### config.mk
export PLATFORM = sky130hd
export DESIGN_NAME = ads8864_adc_ctrl_flat
export DESIGN_NICKNAME = d
export VERILOG_FILES = /design/src/rtl/ads8864_adc_ctrl_if.sv /design/src/rtl/ads8864_adc_ctrl.sv /design/src/flat_wrapper.sv
export SDC_FILE = /design/constraint.sdc
export NUM_CORES = 1
export LEC_CHECK = 0
export BUFFER_PORTS_ARGS = -buffer_cell sky130_fd_sc_hd__buf_4
export CAP_MARGIN = 10
export CORE_UTILIZATION = 30
export DETAILED_ROUTE_END_ITERATION = 8
export SKIP_CTS_REPAIR_TIMING = 1
export SYNTH_ARGS = -nofsm -noshare
export SYNTH_HDL_FRONTEND = slang
export SYNTH_SLANG_ARGS = --single-unit
### constraint.sdc
create_clock -name SYSCLK -period 4 [get_ports SYSCLK]
set_input_delay 0.2 -clock SYSCLK [delete_from_list [all_inputs] [get_ports SYSCLK]]
set_output_delay 0.2 -clock SYSCLK [all_outputs]
set_load 0.02 [all_outputs]
### src/rtl/ads8864_adc_ctrl_if.sv
// -----------------------------------------------------------------------------
// ads8864_adc_ctrl_if
// Pin-level bundle of the ADS8864 3-wire serial link.
//   ADC_CNVST : conversion start, initiator -> ADC
//   ADC_SCLK  : serial clock, initiator -> ADC, idles low
//   ADC_SDOUT : serial data, ADC -> initiator, MSB first
// Modports:
//   master : the controller (drives CNVST/SCLK, reads SDOUT)
//   slave  : the ADC or an ADC model (reads CNVST/SCLK, drives SDOUT)
// -----------------------------------------------------------------------------
interface ads8864_adc_ctrl_if;
   logic ADC_CNVST;
   logic ADC_SCLK;
   logic ADC_SDOUT;

   modport master (
      output ADC_CNVST,
      output ADC_SCLK,
      input  ADC_SDOUT
   );

   modport slave (
      input  ADC_CNVST,
      input  ADC_SCLK,
      output ADC_SDOUT
   );
endinterface

### src/rtl/ads8864_adc_ctrl.sv
// -----------------------------------------------------------------------------
// ads8864_adc_ctrl
// Initiator side of the ADS8864 serial link. Launches a conversion with
// ADC_CNVST, waits for it to finish, clocks NBITS+1 bits in on ADC_SCLK
// (leading indicator bit + sample) and presents the sample on DATA with a
// one-cycle DATA_VALID strobe. Single-shot (START) or back-to-back (CONT).
//
// Ports:
//   SYSCLK      in   system clock, rising edge
//   RESET_N     in   asynchronous active-low reset
//   START       in   one-conversion request, sampled only in IDLE
//   CONT        in   keep converting back-to-back while high
//   adc         if   master side of ads8864_adc_ctrl_if (CNVST, SCLK, SDOUT)
//   DATA        out  last captured sample
//   DATA_VALID  out  one-cycle strobe, DATA updated in the same cycle
//   BUSY        out  high whenever the controller is not idle
//   TIMEOUT_ERR out  sticky busy-indicator timeout (0 without BUSY_IND_EN)
//
// Build option:
//   BUSY_IND_EN  when defined, the conversion wait ends on the first cycle
//                ADC_SDOUT reads 0 instead of after CONV_CYCLES; no 0 within
//                BUSY_TIMEOUT cycles sets TIMEOUT_ERR and returns to IDLE.
//
// All outputs are registered: next-state and counters are computed
// combinationally and the output registers load from the next state.
// -----------------------------------------------------------------------------
module ads8864_adc_ctrl #(
   parameter int unsigned SCLK_HALF       = 2,
   parameter int unsigned CNV_HIGH_CYCLES = 4,
   parameter int unsigned CONV_CYCLES     = 140,
   parameter int unsigned NBITS           = 16,
   parameter int unsigned BUSY_TIMEOUT    = 200
) (
   input  logic               SYSCLK,
   input  logic               RESET_N,
   input  logic               START,
   input  logic               CONT,
   ads8864_adc_ctrl_if.master adc,
   output logic [NBITS-1:0]   DATA,
   output logic               DATA_VALID,
   output logic               BUSY,
   output logic               TIMEOUT_ERR
);

   if (SCLK_HALF < 1 || CNV_HIGH_CYCLES < 2 || CONV_CYCLES < 1 ||
       BUSY_TIMEOUT < 1 || NBITS < 1) begin : g_bad_param
      $error("ads8864_adc_ctrl: illegal parameter value");
   end

`ifdef BUSY_IND_EN
   localparam int unsigned WAIT_MAX = BUSY_TIMEOUT;
`else
   localparam int unsigned WAIT_MAX = CONV_CYCLES;
`endif
   localparam int unsigned CNT_MAX = (WAIT_MAX > CNV_HIGH_CYCLES) ? WAIT_MAX : CNV_HIGH_CYCLES;
   localparam int unsigned CNT_W   = (CNT_MAX > 1) ? $clog2(CNT_MAX) : 1;
   localparam int unsigned HALF_W  = (SCLK_HALF > 1) ? $clog2(SCLK_HALF) : 1;
   localparam int unsigned BIT_W   = $clog2(NBITS + 1);

   typedef enum logic [2:0] {
      S_IDLE,
      S_CNV,
      S_CONV,
      S_SHIFT,
      S_DONE
   } state_t;

   state_t             r_state, w_state_nxt;
   logic [CNT_W-1:0]   r_cnt, w_cnt_nxt;
   logic [HALF_W-1:0]  r_half, w_half_nxt;
   logic [BIT_W-1:0]   r_bit, w_bit_nxt;
   logic               r_sclk, w_sclk_nxt;
   logic               w_sample;
   logic [NBITS:0]     r_shift;
   logic [NBITS-1:0]   r_data;
   logic               r_cnvst, w_cnvst_nxt;
   logic               r_valid, w_valid_nxt;
   logic               r_busy, w_busy_nxt;
   logic               w_unused_lead;
`ifdef BUSY_IND_EN
   logic               w_tmo_set;
   logic               r_tmo;
`endif

   // State register plus the counters and SCLK phase that belong to it.
   always_ff @(posedge SYSCLK or negedge RESET_N) begin
      if (!RESET_N) begin
         r_state <= S_IDLE;
         r_cnt   <= '0;
         r_half  <= '0;
         r_bit   <= '0;
         r_sclk  <= 1'b0;
      end else begin
         r_state <= w_state_nxt;
         r_cnt   <= w_cnt_nxt;
         r_half  <= w_half_nxt;
         r_bit   <= w_bit_nxt;
         r_sclk  <= w_sclk_nxt;
      end
   end

   // Next state. SCLK is itself the half-period phase: a low half ending
   // means a rising edge (sample point), a high half ending closes one bit.
   always_comb begin
      w_state_nxt = r_state;
      w_cnt_nxt   = r_cnt;
      w_half_nxt  = r_half;
      w_bit_nxt   = r_bit;
      w_sclk_nxt  = 1'b0;
      w_sample    = 1'b0;
`ifdef BUSY_IND_EN
      w_tmo_set   = 1'b0;
`endif
      unique case (r_state)
         S_IDLE: begin
            if (START || CONT) begin
               w_state_nxt = S_CNV;
               w_cnt_nxt   = '0;
            end
         end
         S_CNV: begin
            if (r_cnt == CNT_W'(CNV_HIGH_CYCLES - 1)) begin
               w_state_nxt = S_CONV;
               w_cnt_nxt   = '0;
            end else begin
               w_cnt_nxt = r_cnt + 1'b1;
            end
         end
         S_CONV: begin
`ifdef BUSY_IND_EN
            if (!adc.ADC_SDOUT) begin
               w_state_nxt = S_SHIFT;
               w_half_nxt  = '0;
               w_bit_nxt   = '0;
            end else if (r_cnt == CNT_W'(BUSY_TIMEOUT - 1)) begin
               w_state_nxt = S_IDLE;
               w_tmo_set   = 1'b1;
            end else begin
               w_cnt_nxt = r_cnt + 1'b1;
            end
`else
            if (r_cnt == CNT_W'(CONV_CYCLES - 1)) begin
               w_state_nxt = S_SHIFT;
               w_half_nxt  = '0;
               w_bit_nxt   = '0;
            end else begin
               w_cnt_nxt = r_cnt + 1'b1;
            end
`endif
         end
         S_SHIFT: begin
            w_sclk_nxt = r_sclk;
            if (r_half == HALF_W'(SCLK_HALF - 1)) begin
               w_half_nxt = '0;
               w_sclk_nxt = ~r_sclk;
               if (!r_sclk) begin
                  w_sample = 1'b1;
               end else if (r_bit == BIT_W'(NBITS)) begin
                  w_state_nxt = S_DONE;
                  w_sclk_nxt  = 1'b0;
               end else begin
                  w_bit_nxt = r_bit + 1'b1;
               end
            end else begin
               w_half_nxt = r_half + 1'b1;
            end
         end
         S_DONE: begin
            if (CONT) begin
               w_state_nxt = S_CNV;
               w_cnt_nxt   = '0;
            end else begin
               w_state_nxt = S_IDLE;
            end
         end
         default: w_state_nxt = S_IDLE;
      endcase
   end

   // Output values for the coming cycle, decoded from the next state so the
   // registered outputs line up with the state they describe.
   always_comb begin
      w_cnvst_nxt = (w_state_nxt == S_CNV);
      w_valid_nxt = (w_state_nxt == S_DONE);
      w_busy_nxt  = (w_state_nxt != S_IDLE);
   end

   always_ff @(posedge SYSCLK or negedge RESET_N) begin
      if (!RESET_N) begin
         r_cnvst <= 1'b0;
         r_valid <= 1'b0;
         r_busy  <= 1'b0;
         r_shift <= '0;
         r_data  <= '0;
      end else begin
         r_cnvst <= w_cnvst_nxt;
         r_valid <= w_valid_nxt;
         r_busy  <= w_busy_nxt;
         if (w_sample) begin
            r_shift <= {r_shift[NBITS-1:0], adc.ADC_SDOUT};
         end
         if (w_state_nxt == S_DONE) begin
            r_data <= r_shift[NBITS-1:0];
         end
      end
   end

   // The leading indicator bit is clocked in but never reported.
   assign w_unused_lead = r_shift[NBITS];

`ifdef BUSY_IND_EN
   always_ff @(posedge SYSCLK or negedge RESET_N) begin
      if (!RESET_N) begin
         r_tmo <= 1'b0;
      end else if (w_tmo_set) begin
         r_tmo <= 1'b1;
      end
   end
   assign TIMEOUT_ERR = r_tmo;
`else
   assign TIMEOUT_ERR = 1'b0;
`endif

   assign adc.ADC_CNVST = r_cnvst;
   assign adc.ADC_SCLK  = r_sclk;
   assign DATA          = r_data;
   assign DATA_VALID    = r_valid;
   assign BUSY          = r_busy;

endmodule

### src/flat_wrapper.sv
// flat-port wrapper written by rule: the top's interface ports become plain ports
module ads8864_adc_ctrl_flat 
#(
   parameter int unsigned SCLK_HALF       = 2,
   parameter int unsigned CNV_HIGH_CYCLES = 4,
   parameter int unsigned CONV_CYCLES     = 140,
   parameter int unsigned NBITS           = 16,
   parameter int unsigned BUSY_TIMEOUT    = 200
)
  (SYSCLK, RESET_N, START, CONT, DATA, DATA_VALID, BUSY, TIMEOUT_ERR, adc_ADC_CNVST, adc_ADC_SCLK, adc_ADC_SDOUT);
  ads8864_adc_ctrl_if adc_i ();
  input  logic SYSCLK;
  input  logic RESET_N;
  input  logic START;
  input  logic CONT;
  output logic [NBITS-1:0] DATA;
  output logic DATA_VALID;
  output logic BUSY;
  output logic TIMEOUT_ERR;
  output wire logic [$bits(adc_i.ADC_CNVST)-1:0] adc_ADC_CNVST;
  output wire logic [$bits(adc_i.ADC_SCLK)-1:0] adc_ADC_SCLK;
  input wire logic [$bits(adc_i.ADC_SDOUT)-1:0] adc_ADC_SDOUT;
  assign adc_ADC_CNVST = adc_i.ADC_CNVST;
  assign adc_ADC_SCLK = adc_i.ADC_SCLK;
  assign adc_i.ADC_SDOUT = adc_ADC_SDOUT;
  ads8864_adc_ctrl #(.SCLK_HALF(SCLK_HALF), .CNV_HIGH_CYCLES(CNV_HIGH_CYCLES), .CONV_CYCLES(CONV_CYCLES), .NBITS(NBITS), .BUSY_TIMEOUT(BUSY_TIMEOUT)) u_core (.SYSCLK(SYSCLK), .RESET_N(RESET_N), .START(START), .CONT(CONT), .adc(adc_i), .DATA(DATA), .DATA_VALID(DATA_VALID), .BUSY(BUSY), .TIMEOUT_ERR(TIMEOUT_ERR));
endmodule
==> results.cfg, run 1 <==
[logic_synthesis]
synth_most_common_cell = dfrtp_1
yosysWarnings = 0
syn-cell-area_um2 = 2310
synth_top_family_by_area = multiplexers
synthMuxAreaShare_pct = 16.1
synth-edff-count = 0
synthXorXnorAreaFrac_pct = 1.51
ys_seq_area_share_pct = 57.3
synthCells = 186
synthTopCellsByCount = dfrtp_1 (53), mux2_2 (33), nand2_1 (14)
synth_nets = 194
synth_area_leaders = dfrtp_1 (57%), mux2_2 (16%), nand2_1 (2.3%), ha_1 (1.6%), nor2_1 (1.6%)
synthDistinctLibCells = 40
yosys.area.top_type = dfrtp_1
yosys_most_used_dff = dfrtp_1
yosys.area.top_type_share_pct = 57.3
synth-simple-area-share_pct = 13.6
synth_seq_cells = 53
synth_fa_ha_area_share_pct = 1.62
synth.avg_cell_area_um2 = 12.4
ys_async_sr_fraction_pct = 100
synth_compound_area_share_pct = 7.19

[detailed_routing]
routed_via_density = 4.68
wirelength_um = 3920
vias = 1461
drc_errors = 0
drtIter0Drc = 84
wire_per_inst_um = 12.6
antenna_left = 0
dr.pass1.iters = 4

[layout]
drive_gt1_share_pct = 34.3
areaGrowthSynthToFinish_pct = 16.2
antenna_cells = 0
n_fill_cell = 746
nets = 221

[setup_path]
start_kind = register
endpoint_kind = register
critical_path_class = register to register
arrival_ns = 2.62
path_max_fanout = 17
required_ns = 4.20

[run]
drv_cap = 0

[power]
p_per_area_nw_per_um2 = 314
power_frac_comb_pct = 1.8
pwr-share-clk_pct = 34.8
ir_drop_uv = 166
seq_power_share_pct = 63.3
leakagePower_nw = 1.25
p_sw_mw = 0.185
p_total_mw = 0.845
internal_power_mw = 0.660
p_sw_share_pct = 21.9

[global_routing]
antenna_found_initial = 0
grt_usage_pct = 10.2
grt_remaining_overflow = 0
grt_pass1_vias = 1401
grt_pass1_wl_um = 6660
grt_max_degree = 54

[clock_tree]
cts_buffers = 5
htreeDepth = 2
path_clk_slew_ns = 0.09
cts_buffer_depth = 2
cts-root-buf = clkbuf_8
cts_sinks = 53
cts_tree = done
clock_latency_ns = 0.30

[placement]
port-buffer-count = 24
place_hpwl_um = 2590
place_congestion = 0.741

[die]
initial_core_util_pct = 31.4
die_w_um = 89.8
coreArea_um2 = 7370
boundaryPins = 26
row_count = 31
dieArea_um2 = 8070
die_h_um = 89.8

[sta]
period_share_pct = 60.6
slew_headroom_pct = 43.8
timing.final.hold_violations = 0
slew_viol_final = 0
fin_skew_ns = 0.00779
worst_pin_slew_ns = 0.842
fmax_ghz = 0.413
finalCriticalPeriod_ns = 2.42
finalSetupTns_ns = 0
rsz0062_at_grt = no
setup_viol = 0

[hold_path]
worstHoldPathType = primary input to register

[status]
run_status = complete, no violations
## cells by family (layout without fill, tap and decap cells)
logic type	Yosys count	count (layout)
AND/OR/NAND/NOR	54	54
XOR/XNOR	4	4
flip-flops	53	53
other	1	1
AO/OA/AOI/OAI	25	25
buffers and inverters	13	40
multiplexers	33	33
adder cells (fa/ha/maj)	3	3
## worst paths after layout
path                                     from                end  slack (ns)  cells after the start
max                           u_core.r_bit[0]    u_core.DATA[10]        1.58                      6
min                             adc_ADC_SDOUT  u_core.r_shift[0]        0.12                      2
max reg2reg                   u_core.r_bit[0]    u_core.DATA[10]        1.58                      6
min reg2reg                u_core.r_shift[15]    u_core.DATA[15]        0.51                      1
max in group asynchronous             RESET_N    u_core.r_cnt[4]        3.08                      2
min in group asynchronous             RESET_N    u_core.r_bit[1]        0.46                      2
## metrics by stage
stage / instances / util [%] / setup WS, ns / hold slack (ns) / instance area [um2]
2_1_floorplan: 186 / - / 1.92 / -0.0956 / 2310
6_report: 312 / 36.5 / 1.58 / 0.124 / 2690
4_1_cts: 311 / 36.3 / 1.53 / -0.0498 / 2680
3_3_place_gp: 304 / 35.2 / 1.60 / 0.284 / 2590
3_5_place_dp: 304 / 35.2 / 1.55 / 0.292 / 2590
5_1_grt: 312 / 36.5 / 1.35 / 0.111 / 2690
## area by class of cell
class | instances | area [um2] | area share (%)
clock inverter | 2 | 16.3 | 0.605
clock buffer | 5 | 68.8 | 2.56
timing repair buffer | 26 | 198 | 7.35
tap | 99 | 124 | 4.61
multi-input combinational | 120 | 930 | 34.6
sequential | 53 | 1330 | 49.3
inverter | 7 | 26.3 | 0.977
## per-layer routing
layer | part of all wire (%) | track usage, %
met1 | 50 | 13.6
met2 | 45 | 15.7
met3 | 4.1 | 2.88
met4 | 1.4 | 4.10
met5 | 0 | 0
## critical path: stages, from the launching register on
cell and delay [ns]:
dfrtp_1 0.43, inv_1 0.09, ha_1 0.14, nor4bb_1 0.31, nand3_1 0.22, nor2_2 0.71
mux2_2 0.41
## layout by cell type, fill, tap and decap left out, types with 3 or more instances in the layout
cell and count:
a21oi_1 7, buf_4 25, clkbuf_8 5, dfrtp_1 53, ha_1 3, inv_1 7, mux2_2 33, nand2_1 14
nand2b_1 5, nand3_1 7, nand4_1 3, nor2_1 10, o21ai_0 3, o21ai_1 4, xor2_1 3
## state kept, by name, summed over array words and instances (netlist names)
register	cells
u_core.r_cnt	8
u_core.BUSY	1
u_core.adc.ADC_CNVST	1
u_core.adc.ADC_SCLK	1
u_core.r_bit	5
u_core.DATA_VALID	1
u_core.r_state	3
u_core.r_half	1
u_core.r_shift	16
u_core.DATA	16
## power groups by stage
stage | logic, mW | clock network (mW) | registers (mW)
3_3_place_gp | 0.0158 | 0 | 0.546
5_1_grt | 0.0184 | 0.330 | 0.535
4_1_cts | 0.0162 | 0.309 | 0.535
6_report | 0.0155 | 0.294 | 0.535
2_1_floorplan | 0.00233 | 0 | 0.546
3_5_place_dp | 0.0161 | 0 | 0.546
No activity file was read; power rests on OpenSTA's default activity.
==> inputs of run 2 (changes only) <==
- ABC_AREA: default -> 1
- clock period: 4 -> 2 ns (I/O delays scaled with it)
==> results.cfg, run 2 <==
[logic_synthesis]
ys_seq_area_share_pct = 53.5
yosys.area.top_type = dfrtp_1
yosys.area.top_type_share_pct = 53.5
synthTopCellsByCount = nand2_1 (84), dfrtp_1 (53), inv_1 (36)
ys_async_sr_fraction_pct = 100
synth_most_common_cell = nand2_1
synthDistinctLibCells = 28
synth_seq_cells = 53
yosys_most_used_dff = dfrtp_1
yosysWarnings = 0
synth_nets = 294
synthCells = 286
synth-edff-count = 0
synth.avg_cell_area_um2 = 8.68
synth_area_leaders = dfrtp_1 (53%), nand2_1 (13%), inv_1 (5.4%), o21ai_2 (5.3%), nand3_1 (4.4%)
syn-cell-area_um2 = 2480

[detailed_routing]
routed_via_density = 4.42
vias = 1833
drc_errors = 0
drtIter0Drc = 50
wirelength_um = 4690
wire_per_inst_um = 11.3
antenna_left = 0
dr.pass1.iters = 4

[layout]
areaGrowthSynthToFinish_pct = 15.9
final_cell_mix = nand2_1 (84), dfrtp_1 (53), inv_1 (36)
drive_gt1_share_pct = 18.8
fin_area_um2 = 2880
antenna_cells = 0
n_fill_cell = 846
layout_commonest_cell = nand2_1
nets = 320

[setup_path]
ff2ff_path_depth = 8
start_kind = register
rr_startpoint = u_core.r_cnt[0]
endpoint_kind = register
arrival_ns = 1.91
required_ns = 2.19
critical_path_class = register to register
path_max_fanout = 4
r2r-end = u_core.BUSY
reg2reg_slack_ns = 0.29

[run]
drv_cap = 0

[clock_tree]
cts_tree = done
cts-root-buf = clkbuf_8
cts_sinks = 53
cts_buffers = 5
path_clk_slew_ns = 0.11
clock_latency_ns = 0.31
cts_buffer_depth = 2
htreeDepth = 2

[die]
boundaryPins = 26
dieArea_um2 = 8640
die_w_um = 92.9
die_h_um = 92.9
row_count = 32
initial_core_util_pct = 31.6
coreArea_um2 = 7850

[sta]
slew_viol_final = 0
worst_pin_slew_ns = 0.676
setup_viol = 0
period_share_pct = 85.7
finalSetupTns_ns = 0
rsz0062_at_grt = no
slew_headroom_pct = 54.9
timing.final.hold_violations = 0
fmax_ghz = 0.583
finalCriticalPeriod_ns = 1.71
fin_skew_ns = 0.0102
setup_ws_ns = 0.285
whs_ns = 0.0355

[hold_path]
worstHoldPathType = primary input to register
hp-start = adc_ADC_SDOUT
hold-path-endpoint = u_core.r_shift[0]
min_path_cells = 3

[placement]
place_congestion = 0.773
port-buffer-count = 24
dpl_cell_area_um2 = 2750
place_hpwl_um = 3300
place_ws_ns = 0.303

[global_routing]
antenna_found_initial = 0
grt_usage_pct = 12.2
grt_pass1_vias = 1860
grt_max_degree = 54
grt_remaining_overflow = 0
grt_pass1_wl_um = 8370

[power]
p_total_mw = 1.88
pwr-share-clk_pct = 41.1
p_per_area_nw_per_um2 = 653
internal_power_mw = 1.46
leakagePower_nw = 1.39
ir_drop_uv = 348
power_frac_comb_pct = 1.8
seq_power_share_pct = 57.1
p_sw_mw = 0.413
p_sw_share_pct = 22.0

[status]
run_status = complete, no violations
[run 2: how the worst max path moves through the flow]
stage	startpoint	cells after the start	to
6_report	u_core.r_cnt[0]	8	u_core.BUSY
5_1_grt	u_core.r_cnt[1]	7	u_core.r_cnt[6]
4_1_cts	u_core.r_cnt[0]	8	u_core.BUSY
3_5_place_dp	u_core.r_cnt[0]	8	u_core.BUSY
3_3_place_gp	u_core.r_cnt[1]	8	u_core.BUSY
2_1_floorplan	u_core.r_cnt[0]	8	u_core.BUSY
[run 2: cell families after synthesis]
kind of cell / count (synthesis) / share of synthesized area (%)
other: 1 / 0.151
adder cells (fa/ha/maj): 3 / 1.51
flip-flops: 53 / 53.5
AO/OA/AOI/OAI: 41 / 10.7
buffers and inverters: 46 / 8.07
AND/OR/NAND/NOR: 137 / 24.3
XOR/XNOR: 5 / 1.76
[run 2: cell type report]
type	count	area [um2]	share of cell area, %
Sequential cell	53	1330	46.1
Clock buffer	5	68.8	2.39
Clock inverter	3	50.0	1.74
Tap cell	102	128	4.44
Multi-Input combinational cell	187	955	33.2
Timing Repair Buffer	27	205	7.14
Inverter	38	143	4.96
[run 2: through the flow]
stage	utilization, %	instances
finish	36.6	415
floorplan	-	286
detailed placement	35.0	406
global route	36.6	415
global placement	35.0	406
CTS	36.5	414
[run 2: layer usage]
| metal | vias up | GRT usage, % | share of wire [%] |
|---|---|---|---|
| li1 | 942 | - | - |
| met1 | 859 | 15.4 | 48 |
| met2 | 28 | 20.5 | 47 |
| met3 | 4 | 4.19 | 4.5 |
| met4 | 0 | 2.31 | 0.66 |
| met5 | - | 0 | 0 |
[run 2: power groups by stage]
| stage | clock, mW | combinational [mW] | sequential [mW] |
|---|---|---|---|
| 2_1_floorplan | 0 | 0.00575 | 1.09 |
| 3_3_place_gp | 0 | 0.0334 | 1.09 |
| 3_5_place_dp | 0 | 0.0340 | 1.09 |
| 4_1_cts | 0.800 | 0.0338 | 1.07 |
| 5_1_grt | 0.841 | 0.0394 | 1.07 |
| 6_report | 0.772 | 0.0329 | 1.07 |
[run 2: critical path: stages, from the launching register on]
cell	delay (ns)
dfrtp_1	0.40
ha_1	0.23
nand2_1	0.07
nor2_1	0.33
nand2_1	0.13
nand2_1	0.09
nand2_1	0.05
nor2_1	0.17
nand3_1	0.11
